## src/rtl/fir_pkg.sv

```systemverilog
// Shared types and helpers for the FIR output decimator.
// Sample/accumulator widths, FSM state encoding and the accumulator-to-sample saturator.
package fir_pkg;

  localparam int SAMPLE_W = 8;
  localparam int MAX_LOG2 = 3;
  localparam int ACC_W    = SAMPLE_W + MAX_LOG2;

  typedef logic signed [SAMPLE_W-1:0] sample_t;
  typedef logic signed [ACC_W-1:0]    acc_t;

  typedef enum logic {IDLE, ACCUM} decim_state_e;

  localparam sample_t SAMPLE_MAX = {1'b0, {(SAMPLE_W-1){1'b1}}};
  localparam sample_t SAMPLE_MIN = {1'b1, {(SAMPLE_W-1){1'b0}}};

  function automatic sample_t sat_to_sample(input acc_t a);
    sample_t r;
    if (a > acc_t'(SAMPLE_MAX))      r = SAMPLE_MAX;
    else if (a < acc_t'(SAMPLE_MIN)) r = SAMPLE_MIN;
    else                             r = a[SAMPLE_W-1:0];
    return r;
  endfunction

endpackage

```

## src/rtl/fir_sync_fifo.sv

```systemverilog
// First-word-fall-through synchronous FIFO; rdata_o shows the head entry whenever not empty.
// A push while full is accepted only if a pop happens in the same cycle.
module fir_sync_fifo #(
  parameter int DEPTH = 4,
  parameter int WIDTH = 8
) (
  input  logic             clk,
  input  logic             rst,
  input  logic             push_i,
  input  logic [WIDTH-1:0] wdata_i,
  input  logic             pop_i,
  output logic [WIDTH-1:0] rdata_o,
  output logic             full_o,
  output logic             empty_o
);

  localparam int AW = $clog2(DEPTH);

  logic [WIDTH-1:0] mem_q [DEPTH];
  logic [AW:0]      wr_q, wr_d;
  logic [AW:0]      rd_q, rd_d;
  logic             wr_en, rd_en;

  // Pointers carry one extra wrap bit to tell full from empty.
  assign empty_o = (wr_q == rd_q);
  assign full_o  = (wr_q[AW] != rd_q[AW]) && (wr_q[AW-1:0] == rd_q[AW-1:0]);
  assign rdata_o = mem_q[rd_q[AW-1:0]];

  assign rd_en = pop_i & ~empty_o;
  assign wr_en = push_i & (~full_o | rd_en);
  assign wr_d  = wr_en ? wr_q + 1'b1 : wr_q;
  assign rd_d  = rd_en ? rd_q + 1'b1 : rd_q;

  always_ff @(posedge clk) begin
    if (rst) begin
      wr_q <= '0;
      rd_q <= '0;
    end else begin
      wr_q <= wr_d;
      rd_q <= rd_d;
    end
  end

  always_ff @(posedge clk) begin
    if (wr_en) mem_q[wr_q[AW-1:0]] <= wdata_i;
  end

endmodule

```

## src/rtl/fir_out_decimator.sv

```systemverilog
// Decimates FIR samples by 2**decim_log2 (keep-first or average) into an FWFT output FIFO.
// DECIM_ROUND_EN adds round-half-up before the averaging shift; default build truncates.
module fir_out_decimator
  import fir_pkg::*;
#(
  parameter int FIFO_DEPTH = 4
) (
  input  logic                clk,
  input  logic                rst,
  input  logic [SAMPLE_W-1:0] in_data,
  input  logic                in_valid,
  input  logic [1:0]          decim_log2,
  input  logic                avg_mode,
  output logic [SAMPLE_W-1:0] out_data,
  output logic                out_valid,
  input  logic                out_ready,
  output logic                ovf,
  input  logic                ovf_clr
);

  decim_state_e        state_q, state_d;
  logic [MAX_LOG2-1:0] phase_q, phase_d;
  acc_t                acc_q, acc_d;
  sample_t             first_q, first_d;
  logic [1:0]          log2_q, log2_d;
  logic                avg_q, avg_d;
  logic                ovf_q, ovf_d;
  sample_t             last_q, last_d;

  logic [1:0]          log2_in;
  logic [MAX_LOG2-1:0] last_ph;
  acc_t                samp_ext, fin_acc, rnd, shifted;
  sample_t             fin_first, result;
  logic [1:0]          fin_log2;
  logic                fin_avg, done;
  logic                fifo_full, fifo_empty, pop;
  logic [SAMPLE_W-1:0] fifo_rdata;

  assign log2_in  = (decim_log2 > 2'(MAX_LOG2)) ? 2'(MAX_LOG2) : decim_log2;
  assign last_ph  = ~({MAX_LOG2{1'b1}} << log2_q);
  assign samp_ext = acc_t'(sample_t'(in_data));

  // fin_* describe the frame as it stands after this cycle's sample, whether it completes now or not.
  always_comb begin
    state_d   = state_q;
    phase_d   = phase_q;
    acc_d     = acc_q;
    first_d   = first_q;
    log2_d    = log2_q;
    avg_d     = avg_q;
    done      = 1'b0;
    fin_acc   = acc_q + samp_ext;
    fin_first = first_q;
    fin_log2  = log2_q;
    fin_avg   = avg_q;
    if (in_valid) begin
      if (state_q == IDLE) begin
        log2_d    = log2_in;
        avg_d     = avg_mode;
        acc_d     = samp_ext;
        first_d   = sample_t'(in_data);
        fin_acc   = samp_ext;
        fin_first = sample_t'(in_data);
        fin_log2  = log2_in;
        fin_avg   = avg_mode;
        if (log2_in == 2'd0) begin
          done    = 1'b1;
          phase_d = '0;
        end else begin
          phase_d = MAX_LOG2'(1);
          state_d = ACCUM;
        end
      end else begin
        acc_d   = fin_acc;
        phase_d = phase_q + 1'b1;
        if (phase_q == last_ph) begin
          done    = 1'b1;
          phase_d = '0;
          state_d = IDLE;
        end
      end
    end
  end

  always_comb begin
`ifdef DECIM_ROUND_EN
    rnd     = (fin_log2 == 2'd0) ? '0 : (acc_t'(1) << (fin_log2 - 2'd1));
`else
    rnd     = '0;
`endif
    shifted = (fin_acc + rnd) >>> fin_log2;
    result  = fin_avg ? sat_to_sample(shifted) : fin_first;
  end

  assign out_valid = ~fifo_empty;
  assign pop       = out_valid & out_ready;
  assign ovf_d     = (done & fifo_full & ~pop) | (ovf_q & ~ovf_clr);
  assign last_d    = pop ? sample_t'(fifo_rdata) : last_q;
  assign out_data  = fifo_empty ? last_q : fifo_rdata;
  assign ovf       = ovf_q;

  fir_sync_fifo #(
    .DEPTH (FIFO_DEPTH),
    .WIDTH (SAMPLE_W)
  ) u_fifo (
    .clk     (clk),
    .rst     (rst),
    .push_i  (done),
    .wdata_i (result),
    .pop_i   (pop),
    .rdata_o (fifo_rdata),
    .full_o  (fifo_full),
    .empty_o (fifo_empty)
  );

  always_ff @(posedge clk) begin
    if (rst) begin
      state_q <= IDLE;
      phase_q <= '0;
      acc_q   <= '0;
      first_q <= '0;
      log2_q  <= '0;
      avg_q   <= 1'b0;
      ovf_q   <= 1'b0;
      last_q  <= '0;
    end else begin
      state_q <= state_d;
      phase_q <= phase_d;
      acc_q   <= acc_d;
      first_q <= first_d;
      log2_q  <= log2_d;
      avg_q   <= avg_d;
      ovf_q   <= ovf_d;
      last_q  <= last_d;
    end
  end

endmodule
```

## config.mk

```make
export PLATFORM = sky130hd
export DESIGN_NAME = fir_out_decimator
export DESIGN_NICKNAME = d
export VERILOG_FILES = /design/src/rtl/fir_pkg.sv /design/src/rtl/fir_sync_fifo.sv /design/src/rtl/fir_out_decimator.sv
export SDC_FILE = /design/constraint.sdc
export NUM_CORES = 1
export LEC_CHECK = 0
export CORE_UTILIZATION = 55
export CTS_BUF_LIST = sky130_fd_sc_hd__clkbuf_8
export CTS_CLUSTER_DIAMETER = 60
export CTS_CLUSTER_SIZE = 10
export DETAILED_ROUTE_END_ITERATION = 8
export PLACE_DENSITY = 0.81
export SYNTH_ARGS = -nofsm -noshare
export SYNTH_HDL_FRONTEND = slang
export SYNTH_HIERARCHICAL = 1
export SYNTH_SLANG_ARGS = --single-unit
```

## constraint.sdc

```tcl
create_clock -name clk -period 6.22 [get_ports clk]
set_clock_uncertainty 0.15 [all_clocks]
set_input_delay 1.244 -clock clk [delete_from_list [all_inputs] [get_ports clk]]
set_output_delay 1.244 -clock clk [all_outputs]
set_load 0.02 [all_outputs]
```

==> reports/metrics.yaml <==
sta:
  hold_viol: 0
  slew_headroom_pct: 25.6
  min_period_ns: 4.46
  fmax_mhz: 224
  drv_slew: 0
  finalCritPeriodShare_pct: 71.8
  rsz0062_at_grt: "no"
  setup_violations: 0
  worst_pin_slew_ns: 1.09
  setup_tns_ns: 0
routing:
  via_per_inst: 5.98
  drtAntennaViolNets: 0
  remaining_drc_errors: 0
  drt-wirelength-per-cell_um: 16.0
  wirelength_mm: 9.00
  drt_iter0_markers: 164
  vias: 3370
  drtPass1Iterations: 4
grt:
  grt_overflow: 0
  grt_pass1_vias: 3155
  grt_pass1_wl_mm: 15.2
  grt_max_degree: 49
  grt_use_total_pct: 23.0
  antenna_found_initial: 0
floorplan:
  die_area_sq_um: 8400
  die_y_um: 91.6
  row_count: 32
  ios: 26
  core_sq_um: 7770
  initial_core_util_pct: 56.9
  die_w_um: 91.6
synthesis:
  synth.distinct_cells: 65
  synthCells: 441
  yosysTopAreaCellShare_pct: 21.8
  yosysSeqAreaShare_pct: 41.2
  syn_area_per_cell_sq_um: 10.0
  syn_nets: 474
  synth_ff_type: "dfxtp_1"
  netlist_area_sq_um: 4420
  yosys_warnings: 6
  synth_top_cell_by_area: "edfxtp_1"
  synth_most_common_cell: "nor2_1"
  synth-seq-cells: 75
  synth_edf_count: 32
  ys_top_cells_by_count: "nor2_1 (48), nand2_1 (46), dfxtp_1 (43)"
  yosys-top-cells-area: "edfxtp_1 (22%), dfxtp_1 (19%), mux2i_1 (5.9%)"
  async_flop_share_pct: 0
run:
  cap_violations: 0
clocking:
  clk_latency_ns: 0.34
  cts.hold.buffers_added: 0
  cts.sinks: 75
  clockBufferDepth: 2
  cts_root_buf: "clkbuf_8"
  h-tree-depth: 3
  postCtsSetupBuffers: 0
  cts_buffers: 9
  path_clk_slew_ns: 0.07
  cts_tree: "built"
  cts_resized: 0
power:
  leakage_nw: 1.82
  pwr_density_cell_nw_per_um2: 266
  irDropWorstVdd_mv: 0.125
critical_path:
  crit_arrival_ns: 4.33
  reg2reg_from: "u_fifo/wr_q[1]"
  end_kind: "flip-flop"
  cp-start-kind: "input port"
  startpoint: "in_data[7]"
  cp.required_ns: 6.09
  crit_path_max_fanout: 13
  path_class: "input port to flip-flop"
place:
  dp_hpwl_mm: 6.52
  port_buffers: 25
  placed_cells: 548
  gp_congestion: 0.896
final_layout:
  area_delta_synth_final_pct: 11.1
  antenna_cells: 0
  fill_cells: 627
  fin_cells: 564
  drive_above_1_share_pct: 11.7
  final_nets: 490
hold_path:
  min_from: "last_q[7]"
  worst_hold_path_type: "flip-flop to flip-flop"
run_status:
  status: "complete, no violations"
logic make-up after synthesis:
kind of cell,Yosys count,share of synthesized area (%)
simple gates,143,15.3
compound gates,105,18.1
flops,75,41.2
mux,49,13.9
buf+inv,43,4.11
fa+ha+maj,17,4.98
xor+xnor,9,2.29
cell type report:
| type | instances | area [sq um] | share of cell area, % |
|---|---|---|---|
| clock buffers | 10 | 138 | 2.80 |
| clock inverters | 6 | 53.8 | 1.10 |
| inverters | 19 | 71.3 | 1.45 |
| multi-input cells | 323 | 2410 | 49.2 |
| flip-flops and latches | 75 | 1820 | 37.1 |
| well taps | 102 | 128 | 2.60 |
| repair buffers | 29 | 280 | 5.71 |
metal layers:
layer	routed length (um)	track usage [%]	vias up
met3	400	4.23	11
met5	0	0	-
met4	142	9.26	0
met1	3950	28.1	1607
li1	-	-	1668
met2	4500	39.9	84
critical path: stages:
cell and delay, ns:
clkdlybuf4s50_1 0.64, ha_1 0.52, nor4b_2 0.23, a2111oi_4 0.36, o211ai_2 0.19, a221oi_2 0.37
nor3_2 0.09, a211oi_4 0.40, o221ai_1 0.28
cell usage in the layout, fill, tap and decap left out, types with 5 or more instances in the layout:
master and n:
o221ai_1 7, a31oi_1 5, clkbuf_8 10, clkdlybuf4s50_1 25, xnor2_1 6, inv_1 20, mux4_2 8, a21oi_1 29
edfxtp_1 32, o211ai_1 6, nand2b_1 6, mux2_2 10, nor2_1 48, ha_1 16, a211oi_1 16, nor2b_1 8
o21ai_0 12, mux2i_1 26, nand2_1 46, nand3_1 9, dfxtp_1 43, nor3_1 7
power breakdown:
| part | switching [mW] | internal (mW) | total (mW) |
|---|---|---|---|
| Clock | 0.180 | 0.192 | 0.372 |
| Sequential | 0.0222 | 0.552 | 0.574 |
| Combinational | 0.203 | 0.154 | 0.357 |
sequential cells by signal, indices dropped and copies added, names as in the netlist, named ones only:
signal,count
u_fifo/mem_q,32
acc_q,11
first_q,8
last_q,8
phase_q,3
u_fifo/rd_q,3
u_fifo/wr_q,3
log2_q,2
avg_q,1
ovf,1
state_q,1
metrics by stage:
step	hold slack (ns)	util (%)	power (mW)	worst slack, ns	cell area [sq um]
5_1_grt	0.326	63.2	1.38	1.49	4910
6_report	0.311	63.2	1.30	1.76	4910
3_3_place_gp	0.288	60.7	0.929	1.49	4720
4_1_cts	0.310	63.2	1.31	1.79	4910
3_5_place_dp	0.299	60.7	0.940	1.44	4720
2_1_floorplan	0.283	-	0.845	2.28	4420
path summary, 6_finish.rpt:
kind	slack [ns]	cells past startpoint	endpoint
setup / recovery	1.76	9	u_fifo/mem_q[1][3]
hold / removal	0.31	2	last_q[7]
setup reg to reg	2.77	9	u_fifo/wr_q[2]
hold reg to reg	0.31	2	last_q[7]
(Power assumes the default switching activity.)
